`src/rtl/fft_stream_pkg.sv`:
```
// Shared definitions for the FFT stream framer: error codes, framer states
// and the frame-length legality check.
package fft_stream_pkg;

  localparam logic [1:0] ERR_OK     = 2'b00;
  localparam logic [1:0] ERR_BADLEN = 2'b01;

  typedef enum logic [1:0] {
    ST_IDLE = 2'b00,
    ST_FILL = 2'b01,
    ST_PAD  = 2'b10
  } fsm_state_t;

  // A legal frame length is a power of two inside [2^min_log2, 2^max_log2].
  function automatic logic is_legal_pts(input logic [31:0] pts,
                                        input int          min_log2,
                                        input int          max_log2);
    logic pow2_s;
    pow2_s = (pts != 32'd0) && ((pts & (pts - 32'd1)) == 32'd0);
    return pow2_s && (pts >= (32'd1 << min_log2)) && (pts <= (32'd1 << max_log2));
  endfunction

endpackage

```
`src/rtl/fft_st_out_reg.sv`:
```
// Single-entry valid/ready source register with full throughput; carries
// sample data plus packet framing, error code and point count.
module fft_st_out_reg
  import fft_stream_pkg::*;
#(
  parameter int               DATA_W  = 32,
  parameter int               PTS_W   = 11,
  parameter logic [PTS_W-1:0] RST_PTS = {1'b1, {(PTS_W-1){1'b0}}}
) (
  input  logic              clk,
  input  logic              reset_n,
  input  logic              load_valid,
  output logic              load_ready,
  input  logic [DATA_W-1:0] load_real,
  input  logic [DATA_W-1:0] load_imag,
  input  logic              load_sop,
  input  logic              load_eop,
  input  logic [1:0]        load_err,
  input  logic [PTS_W-1:0]  load_pts,
  input  logic              source_ready,
  output logic              source_valid,
  output logic              source_sop,
  output logic              source_eop,
  output logic [1:0]        source_error,
  output logic [DATA_W-1:0] source_real,
  output logic [DATA_W-1:0] source_imag,
  output logic [PTS_W-1:0]  source_pts
);

  // The slot may refill in the same cycle its current beat is taken.
  assign load_ready = !source_valid || source_ready;

  // Output slot: load on handshake, drain when taken, otherwise hold.
  always_ff @(posedge clk or negedge reset_n) begin
    if (!reset_n) begin
      source_valid <= 1'b0;
      source_sop   <= 1'b0;
      source_eop   <= 1'b0;
      source_error <= ERR_OK;
      source_real  <= {DATA_W{1'b0}};
      source_imag  <= {DATA_W{1'b0}};
      source_pts   <= RST_PTS;
    end else if (load_valid && load_ready) begin
      source_valid <= 1'b1;
      source_sop   <= load_sop;
      source_eop   <= load_eop;
      source_error <= load_err;
      source_real  <= load_real;
      source_imag  <= load_imag;
      source_pts   <= load_pts;
    end else if (source_ready) begin
      source_valid <= 1'b0;
    end
  end

endmodule

```
`src/rtl/fft_stream_framer.sv`:
```
// Avalon-ST front-end that cuts an unframed complex sample stream into
// FFT packets with sop/eop, point count, error code and zero padding.
module fft_stream_framer
  import fft_stream_pkg::*;
#(
  parameter int DATA_W   = 32,
  parameter int MAX_LOG2 = 10,
  parameter int MIN_LOG2 = 3,
  parameter int CNT_W    = 16
) (
  input  logic                clk,
  input  logic                reset_n,
  input  logic                in_valid,
  output logic                in_ready,
  input  logic [DATA_W-1:0]   in_real,
  input  logic [DATA_W-1:0]   in_imag,
  input  logic                in_flush,
  input  logic [MAX_LOG2:0]   fftpts_in,
  output logic                source_valid,
  input  logic                source_ready,
  output logic                source_sop,
  output logic                source_eop,
  output logic [1:0]          source_error,
  output logic [DATA_W-1:0]   source_real,
  output logic [DATA_W-1:0]   source_imag,
  output logic [MAX_LOG2:0]   fftpts_out,
  output logic                busy,
  output logic [CNT_W-1:0]    frames_done
);

  localparam int               PTS_W   = MAX_LOG2 + 1;
  localparam logic [PTS_W-1:0] PTS_MAX = {1'b1, {MAX_LOG2{1'b0}}};

  fsm_state_t          state_r, state_nxt_s;
  logic [MAX_LOG2-1:0] index_r, index_nxt_s;
  logic [MAX_LOG2-1:0] len_m1_r, len_m1_nxt_s;
  logic [1:0]          err_r, err_nxt_s;
  logic [PTS_W-1:0]    pts_r, pts_nxt_s;
  logic                run_r;
  logic [CNT_W-1:0]    frames_done_r;

  logic                legal_s;
  logic [PTS_W-1:0]    req_pts_s;
  logic [MAX_LOG2-1:0] req_len_m1_s;
  logic                in_ready_s, accept_s;
  logic                load_valid_s, load_ready_s;
  logic                beat_sop_s, beat_eop_s;
  logic [1:0]          beat_err_s;
  logic [PTS_W-1:0]    beat_pts_s;
  logic [DATA_W-1:0]   beat_real_s, beat_imag_s;

  // For a legal power of two the low bits minus one give N-1; 2^MAX wraps to all ones.
  assign legal_s      = is_legal_pts(32'(fftpts_in), MIN_LOG2, MAX_LOG2);
  assign req_pts_s    = legal_s ? fftpts_in : PTS_MAX;
  assign req_len_m1_s = legal_s ? (fftpts_in[MAX_LOG2-1:0] - MAX_LOG2'(1)) : {MAX_LOG2{1'b1}};

  // run_r keeps in_ready low until the first clock after reset release.
  assign in_ready_s = run_r && (state_r != ST_PAD) && load_ready_s;
  assign accept_s   = in_valid && in_ready_s;
  assign in_ready   = in_ready_s;

  // Framer next-state and the beat presented to the output slot.
  always_comb begin
    state_nxt_s  = state_r;
    index_nxt_s  = index_r;
    len_m1_nxt_s = len_m1_r;
    err_nxt_s    = err_r;
    pts_nxt_s    = pts_r;
    load_valid_s = 1'b0;
    beat_sop_s   = 1'b0;
    beat_eop_s   = 1'b0;
    beat_err_s   = err_r;
    beat_pts_s   = pts_r;
    beat_real_s  = in_real;
    beat_imag_s  = in_imag;
    case (state_r)
      ST_IDLE: begin
        beat_sop_s = 1'b1;
        beat_err_s = legal_s ? ERR_OK : ERR_BADLEN;
        beat_pts_s = req_pts_s;
        if (accept_s) begin
          load_valid_s = 1'b1;
          len_m1_nxt_s = req_len_m1_s;
          err_nxt_s    = beat_err_s;
          pts_nxt_s    = req_pts_s;
          index_nxt_s  = MAX_LOG2'(1);
          state_nxt_s  = in_flush ? ST_PAD : ST_FILL;
        end else begin
          state_nxt_s = ST_IDLE;
        end
      end
      ST_FILL: begin
        beat_eop_s = (index_r == len_m1_r);
        if (accept_s) begin
          load_valid_s = 1'b1;
          if (beat_eop_s) begin
            index_nxt_s = {MAX_LOG2{1'b0}};
            state_nxt_s = ST_IDLE;
          end else if (in_flush) begin
            index_nxt_s = index_r + MAX_LOG2'(1);
            state_nxt_s = ST_PAD;
          end else begin
            index_nxt_s = index_r + MAX_LOG2'(1);
          end
        end else begin
          state_nxt_s = ST_FILL;
        end
      end
      ST_PAD: begin
        beat_real_s  = {DATA_W{1'b0}};
        beat_imag_s  = {DATA_W{1'b0}};
        beat_eop_s   = (index_r == len_m1_r);
        load_valid_s = 1'b1;
        if (load_ready_s) begin
          if (beat_eop_s) begin
            index_nxt_s = {MAX_LOG2{1'b0}};
            state_nxt_s = ST_IDLE;
          end else begin
            index_nxt_s = index_r + MAX_LOG2'(1);
          end
        end else begin
          state_nxt_s = ST_PAD;
        end
      end
      default: begin
        state_nxt_s = ST_IDLE;
        index_nxt_s = {MAX_LOG2{1'b0}};
      end
    endcase
  end

  // Framer state, beat index and the per-frame length/error latched at sop.
  always_ff @(posedge clk or negedge reset_n) begin
    if (!reset_n) begin
      state_r  <= ST_IDLE;
      index_r  <= {MAX_LOG2{1'b0}};
      len_m1_r <= {MAX_LOG2{1'b1}};
      err_r    <= ERR_OK;
      pts_r    <= PTS_MAX;
      run_r    <= 1'b0;
    end else begin
      state_r  <= state_nxt_s;
      index_r  <= index_nxt_s;
      len_m1_r <= len_m1_nxt_s;
      err_r    <= err_nxt_s;
      pts_r    <= pts_nxt_s;
      run_r    <= 1'b1;
    end
  end

  // Completed-packet counter, stepped by each eop beat taken downstream.
  always_ff @(posedge clk or negedge reset_n) begin
    if (!reset_n) begin
      frames_done_r <= {CNT_W{1'b0}};
    end else if (source_valid && source_ready && source_eop) begin
      frames_done_r <= frames_done_r + CNT_W'(1);
    end
  end

  assign frames_done = frames_done_r;
  assign busy        = (state_r != ST_IDLE) || (source_valid && !source_eop);

  fft_st_out_reg #(
    .DATA_W  (DATA_W),
    .PTS_W   (PTS_W),
    .RST_PTS (PTS_MAX)
  ) u_out_reg (
    .clk          (clk),
    .reset_n      (reset_n),
    .load_valid   (load_valid_s),
    .load_ready   (load_ready_s),
    .load_real    (beat_real_s),
    .load_imag    (beat_imag_s),
    .load_sop     (beat_sop_s),
    .load_eop     (beat_eop_s),
    .load_err     (beat_err_s),
    .load_pts     (beat_pts_s),
    .source_ready (source_ready),
    .source_valid (source_valid),
    .source_sop   (source_sop),
    .source_eop   (source_eop),
    .source_error (source_error),
    .source_real  (source_real),
    .source_imag  (source_imag),
    .source_pts   (fftpts_out)
  );

endmodule

```
`config.mk`:
```
export PLATFORM = sky130hd
export DESIGN_NAME = fft_stream_framer
export DESIGN_NICKNAME = d
export VERILOG_FILES = /design/src/rtl/fft_stream_pkg.sv /design/src/rtl/fft_st_out_reg.sv /design/src/rtl/fft_stream_framer.sv
export SDC_FILE = /design/constraint.sdc
export NUM_CORES = 1
export LEC_CHECK = 0
export CORE_UTILIZATION = 45
export CTS_BUF_LIST = sky130_fd_sc_hd__clkbuf_4
export DETAILED_ROUTE_END_ITERATION = 16
export PLACE_DENSITY = 0.91
export SYNTH_ARGS = -nofsm -noshare
export SYNTH_HDL_FRONTEND = slang
export SYNTH_HIERARCHICAL = 1
export SYNTH_SLANG_ARGS = --single-unit
```
`constraint.sdc`:
```
create_clock -name clk -period 1.9 [get_ports clk]
set_clock_uncertainty 0.05 [all_clocks]
set_input_delay 0.38 -clock clk [delete_from_list [all_inputs] [get_ports clk]]
set_output_delay 0.38 -clock clk [all_outputs]
set_load 0.05 [all_outputs]
```
## Yosys cells after proc, flatten, opt, wreduce, memory -nomap -nowiden

Cells that the tools add are included.

| word-level totals | value |
|---|---|
| register bits after elaboration | 132 |
| output and inout port bits | 98 |
| word-level logic and storage cells | 80 |

| operators by class | value |
|---|---|
| add/sub/neg operators | 4 |
| magnitude comparators | 2 |
| eq/ne operators | 9 |
| mux-type cells | 26 |
| bitwise operators | 1 |
| reduce and logical (&&, ||, !) cells | 24 |

Operator list:

| kind | number |
|---|---|
| $mux W32 | 2 |
| $mux W10 | 5 |
| $and A11 B32 Y32 | 1 |
| $logic_not A32 Y1 | 1 |
| $pmux W10 S3 | 1 |
| $mux W11 | 2 |
| $add A16 B1 Y16 const B | 1 |
| $mux W2 | 8 |
| $sub A11 B1 Y12 const B | 1 |
| $ge A11 B4 Y1 const B | 1 |
| $le A11 B11 Y1 const B | 1 |
| $reduce_bool A11 Y1 | 1 |
| $add A10 B1 Y10 const B | 1 |
| $eq A10 B10 Y1 | 1 |
| $logic_and A1 B1 Y1 | 10 |
| $sub A10 B1 Y10 const B | 1 |
| $ne A2 B2 Y1 const B | 4 |
| $mux W1 | 6 |
| $pmux W2 S3 | 1 |
| $ne A4 B4 Y1 const B | 1 |
| $reduce_and A2 Y1 | 2 |
| $reduce_bool A2 Y1 | 2 |
| $reduce_or A2 Y1 | 2 |
| $ne A3 B3 Y1 const B | 1 |
| other kinds (7) | 9 |

## Depth between registers and ports, before layout

| depth | value |
|---|---|
| depth in word-level cells | 8 |
| mapped depth | 12 |
| mapped depth without buffers | 11 |

## By module

Netlist, hierarchy kept.

Modules (own cells, without submodules):

| module | instances | cells an instance | area an instance (sq um) | seq. area each (sq um) |
|---|---|---|---|---|
| fft_stream_framer | 1 | 388 | 3354.5 | 1290.0 |
| fft_st_out_reg | 1 | 170 | 3009.1 | 2003.2 |

## Least setup slack after synthesis

OpenSTA, ideal clock, no wires.

| timing | value |
|---|---|
| kind | input-to-reg |
| start | input fftpts_in[1] |
| end | register u_out_reg.source_error[0] |
| setup time | 0.125 ns |
| data arrival time | 2.410 ns |
| required time | 1.725 ns |
| setup slack | -0.684 ns |
| stages on the path | 11 |
| path buffers | 1 |
| cell sequence | nor3_1 > nand2_1 > or3_1 > ha_1 > nor4_1 > nand3_1 > a21oi_4 > and2_4 > buf_6 > a21oi_1 > mux2_2 |

| on the way | value |
|---|---|
| cells in the longest elaborated chain, start to end | 8 |

Ends and longest elaborated chain:

| element | RTL line | RTL |
|---|---|---|
| start: declaration | fft_stream_framer.sv:18 | `input logic [MAX_LOG2:0] fftpts_in,` |
| $sub A11 B1 Y12 | fft_stream_pkg.sv:19 | `pow2_s = (pts != 32'd0) && ((pts & (pts - 32'd1)) == 32'd0);` |
| $and A11 B32 Y32 | fft_stream_pkg.sv:19 |  |
| $logic_not A32 Y1 | fft_stream_pkg.sv:19 |  |
| $logic_and A1 B1 Y1 | fft_stream_pkg.sv:19 |  |
| $logic_and A1 B1 Y1 | fft_stream_pkg.sv:20 | `return pow2_s && (pts >= (32'd1 << min_log2)) && (pts <= (32'd1 << max_log2));` |
| $logic_and A1 B1 Y1 (*) | fft_stream_pkg.sv:20 |  |
| $mux W1 (*) | fft_stream_framer.sv:79 | `beat_err_s = legal_s ? ERR_OK : ERR_BADLEN;` |
| $mux W2 (*) | fft_stream_framer.sv:76 | `case (state_r)` |
| named net beat_err_s[0] | fft_stream_framer.sv:48 | `logic [1:0] beat_err_s;` |
| end signal: assignment | fft_st_out_reg.sv:47 | `source_error <= load_err;` |
| end: declaration | fft_st_out_reg.sv:24 | `output logic [1:0] source_error,` |

The timed path passes the listed nets; every way through them passes the cells marked *.
A chain may end at the register's enable or synchronous reset.

## Worst setup path in the final report

| timing | value |
|---|---|
| start | register state_r[1] |
| end | register u_out_reg.source_pts[3] |

| on the way | value |
|---|---|
| cells in the longest elaborated chain, start to end | 7 |

Ends and longest elaborated chain:

| element | RTL line | RTL |
|---|---|---|
| start: declaration | fft_stream_framer.sv:34 | `fsm_state_t state_r, state_nxt_s;` |
| start signal: assignment | fft_stream_framer.sv:142 | `state_r <= state_nxt_s;` |
| $ne A2 B2 Y1 | fft_stream_framer.sv:58 | `assign in_ready_s = run_r && (state_r != ST_PAD) && load_ready_s;` |
| $logic_and A1 B1 Y1 (2 in series) | fft_stream_framer.sv:58 |  |
| $logic_and A1 B1 Y1 | fft_stream_framer.sv:59 | `assign accept_s = in_valid && in_ready_s;` |
| $mux W1 | fft_stream_framer.sv:81, fft_stream_framer.sv:94 |  |
| $pmux W1 S2 (*) | fft_stream_framer.sv:76 |  |
| named net load_valid_s | fft_stream_framer.sv:46 | `logic load_valid_s, load_ready_s;` |
| $logic_and A1 B1 Y1 (*) | fft_st_out_reg.sv:43 | `end else if (load_valid && load_ready) begin` |
| end signal: assignment | fft_st_out_reg.sv:50 | `source_pts <= load_pts;` |
| end: declaration | fft_st_out_reg.sv:27 | `output logic [PTS_W-1:0] source_pts` |

Marked as above.

==> results.json <==
{
  "status": "finished, violations left",
  "violations": "setup timing",
  "synth_common_cells": "dfrtp_1 (119), mux2_2 (70), nor2b_1 (65), nand2_1 (43), o21ai_0 (32)",
  "initial_utilization_pct": 46.0,
  "multi_input_area_sq_um": 3420,
  "timing.critical_path.arrival_ns": 2.51,
  "path_max_fanout": 7,
  "num_rows": 43,
  "grt-ovfl-total": 0,
  "synth-edff-count": 0,
  "crit_top_cell": "buf_12",
  "crit_path_top_delay_cell": "dfrtp_1",
  "cts_tree": "built",
  "drt_first_pass_iters": 4,
  "hp-class": "input port to flip-flop",
  "finalWirelength_mm": 20.1,
  "grt_pass1_vias": 5602,
  "drv_slew": 0,
  "start_kind": "flip-flop",
  "tns_ns": -19.80,
  "critPathKind": "flip-flop to flip-flop",
  "yosysMostFrequentCell": "dfrtp_1",
  "peakVddDrop_mv": 0.618,
  "yosys_warnings": 6,
  "grt_usage_pct": 25.3,
  "hold_violations": 0,
  "syn_avg_cell_area_sq_um": 11.4,
  "finalCoreUtilization_pct": 73.6,
  "crit_family": "buffers and inverters",
  "routed_via_density": 5.43,
  "slowest_delay_ns": 0.45,
  "synthCells": 558,
  "die_h_um": 121,
  "synthFlopType": "dfrtp_1",
  "clk_pin_slew_worst_paths_ns": 0.12,
  "port_buffers": 177,
  "grt_pass1_wl_mm": 28.4,
  "placed_area_sq_um": 8590,
  "drive_above_1_share_pct": 46.8,
  "finalCritPeriodShare_pct": 113,
  "clk_latency_ns": 0.52,
  "crit_chain": "ha_4 -> buf_6 -> and4b_1 -> nand2_1 -> o21ai_2 -> nand2_4 -> buf_4 -> buf_12 -> buf_12 -> mux2_4",
  "syn_to_final_growth_pct": 60.0,
  "max_freq_mhz": 465,
  "setup_viol": 113,
  "synth_area_leader_cell": "dfrtp_1",
  "finalCriticalPeriod_ns": 2.15,
  "synth_seq_cells": 131,
  "maxCapViolations": 0,
  "power_leakage_nw": 4.64,
  "ios": 178,
  "drc": 0,
  "ant_nets": 0,
  "antenna_found_initial": 0,
  "coreArea_sq_um": 13800,
  "stdcell_area_sq_um": 10200,
  "vias": 5574,
  "finalWorstSetupSlack_ns": -0.252,
  "synth-async-reset-ratio_pct": 100,
  "yosysSeqAreaShare_pct": 51.7,
  "synth_area_leaders": "dfrtp_1 (47%), mux2_2 (12%), nor2b_1 (6.4%)",
  "diodes": 0,
  "cts_buffers": 17,
  "rsz0062_at_grt": "true",
  "synth_fp_nets": 655,
  "grt_start_max_net_pins": 48,
  "required_ns": 2.26,
  "synth.top_cell.area_share_pct": 46.8,
  "netlist_area_sq_um": 6360,
  "clock_sinks": 131,
  "ctsHtreeMaxLevel": 4,
  "synth_cell_type_count": 46,
  "routabilityCongestion": 0.821,
  "fp.dieW_um": 121,
  "cts.path.max_buffers": 2,
  "regArea_sq_um": 3300,
  "nets": 931,
  "powerDensity_nw_per_um2": 1490,
  "post_drt_wl_per_cell_um": 19.6,
  "dieArea_sq_um": 14600,
  "cp-end-kind": "flip-flop",
  "path_buf_inv": 4,
  "cts-root-buf": "clkbuf_4",
  "fillCellCount": 818,
  "dp_hpwl_mm": 11.4,
  "drt_iter0_drc": 329
}
==> tightest hold or removal path: stages <==
cell,delay [ns]
buf_6,0.09
buf_4,0.15
a31oi_4,0.08
==> cell usage in the layout (no fill, tap or decap), types with 7 or more instances in the layout <==
master and instances:
dfstp_2 12, buf_4 131, buf_6 22, ha_1 11, clkdlybuf4s50_1 69, nand2_1 37, xnor2_1 20, dlygate4sd2_1 7
mux2_4 23, o21ai_1 15, clkdlybuf4s15_1 10, buf_16 10, nor2_1 17, buf_12 13, mux2_2 57, inv_1 10
clkbuf_4 17, o21ai_2 12, dfrtp_1 116, nor2b_1 64, nor2_4 7, nand3_1 12
==> repair_timing <==
action / 4_1_cts / 5_1_grt
hold endpoints to repair: 119 / 0
endpoints found under the setup margin: 122 / 127
pin swaps: 23 / 29
cloned: 12 / 3
hold buffers: 1 / 0
gates resized for setup: 121 / 103
buffers inserted: 28 / 12
==> layer usage <==
metal / GRT usage [%] / vias up / wire length, um
li1: - / 2477 / -
met3: 5.26 / 58 / 1120
met1: 29.4 / 2809 / 7740
met5: 0 / - / 0
met2: 45.3 / 230 / 10600
met4: 10.5 / 0 / 648
==> state kept, by name (all words and copies together) (netlist names) <==
register and cells:
u_out_reg/source_valid 1, u_out_reg/source_eop 1, run_r 1, pts_r 11, u_out_reg/source_error 2, u_out_reg/source_real 32, u_out_reg/source_sop 1, u_out_reg/source_imag 32
u_out_reg/source_pts 11, state_r 2, index_r 10, err_r 1, len_m1_r 10, frames_done 16
==> where the power goes <==
| part | internal [mW] | switching, mW | leakage [nW] |
|---|---|---|---|
| Sequential | 3.62 | 0.506 | 1.61 |
| Clock | 1.03 | 1.09 | 0.155 |
| Combinational | 3.79 | 5.17 | 2.87 |
==> area by class of cell <==
class                   instances  area share [%]
clock buffers                  17            1.25
clock inverters                15            1.84
inverters                      15           0.553
multi-input cells             389            33.6
flip-flops and latches        131            32.4
well taps                     180            2.21
repair buffers                280            28.1
==> stage by stage <==
stage / setup WS, ns / cells / power (mW) / hold slack, ns
after floorplan: -0.562 / 558 / 8.91 / 0.0344
after global placement: -0.995 / 943 / 11.2 / 0.193
after detailed placement: -1.19 / 943 / 11.4 / 0.194
after CTS: -0.207 / 1016 / 14.6 / 0.0746
after global routing: -0.289 / 1027 / 15.7 / 0.0835
final: -0.252 / 1027 / 15.2 / 0.127
==> worst paths after layout <==
path / end / from / slack (ns) / cells past startpoint
min in group asynchronous: u_out_reg/source_real[6] / reset_n / 0.19 / 2
setup reg to reg: u_out_reg/source_pts[3] / state_r[1] / -0.25 / 10
hold / removal: len_m1_r[0] / fftpts_in[0] / 0.13 / 3
hold reg to reg: frames_done[15] / frames_done[15] / 0.43 / 1
max in group asynchronous: pts_r[10] / reset_n / 1.03 / 3
setup / recovery: u_out_reg/source_pts[3] / state_r[1] / -0.25 / 10
==> kinds of logic (layout without fill, tap and decap cells) <==
family	after synthesis	in the layout	share of synthesized area (%)
and+or+nand+nor	194	194	16.7
DFF	131	131	51.7
AOI/OAI and AO/OA	65	65	6.21
adders and majority gates	17	17	3.34
muxes	86	86	15.7
xor gates and xnor gates	25	25	3.44
other	2	2	0.118
buffers and inverters	38	327	2.77
(Power assumes the default switching activity.)
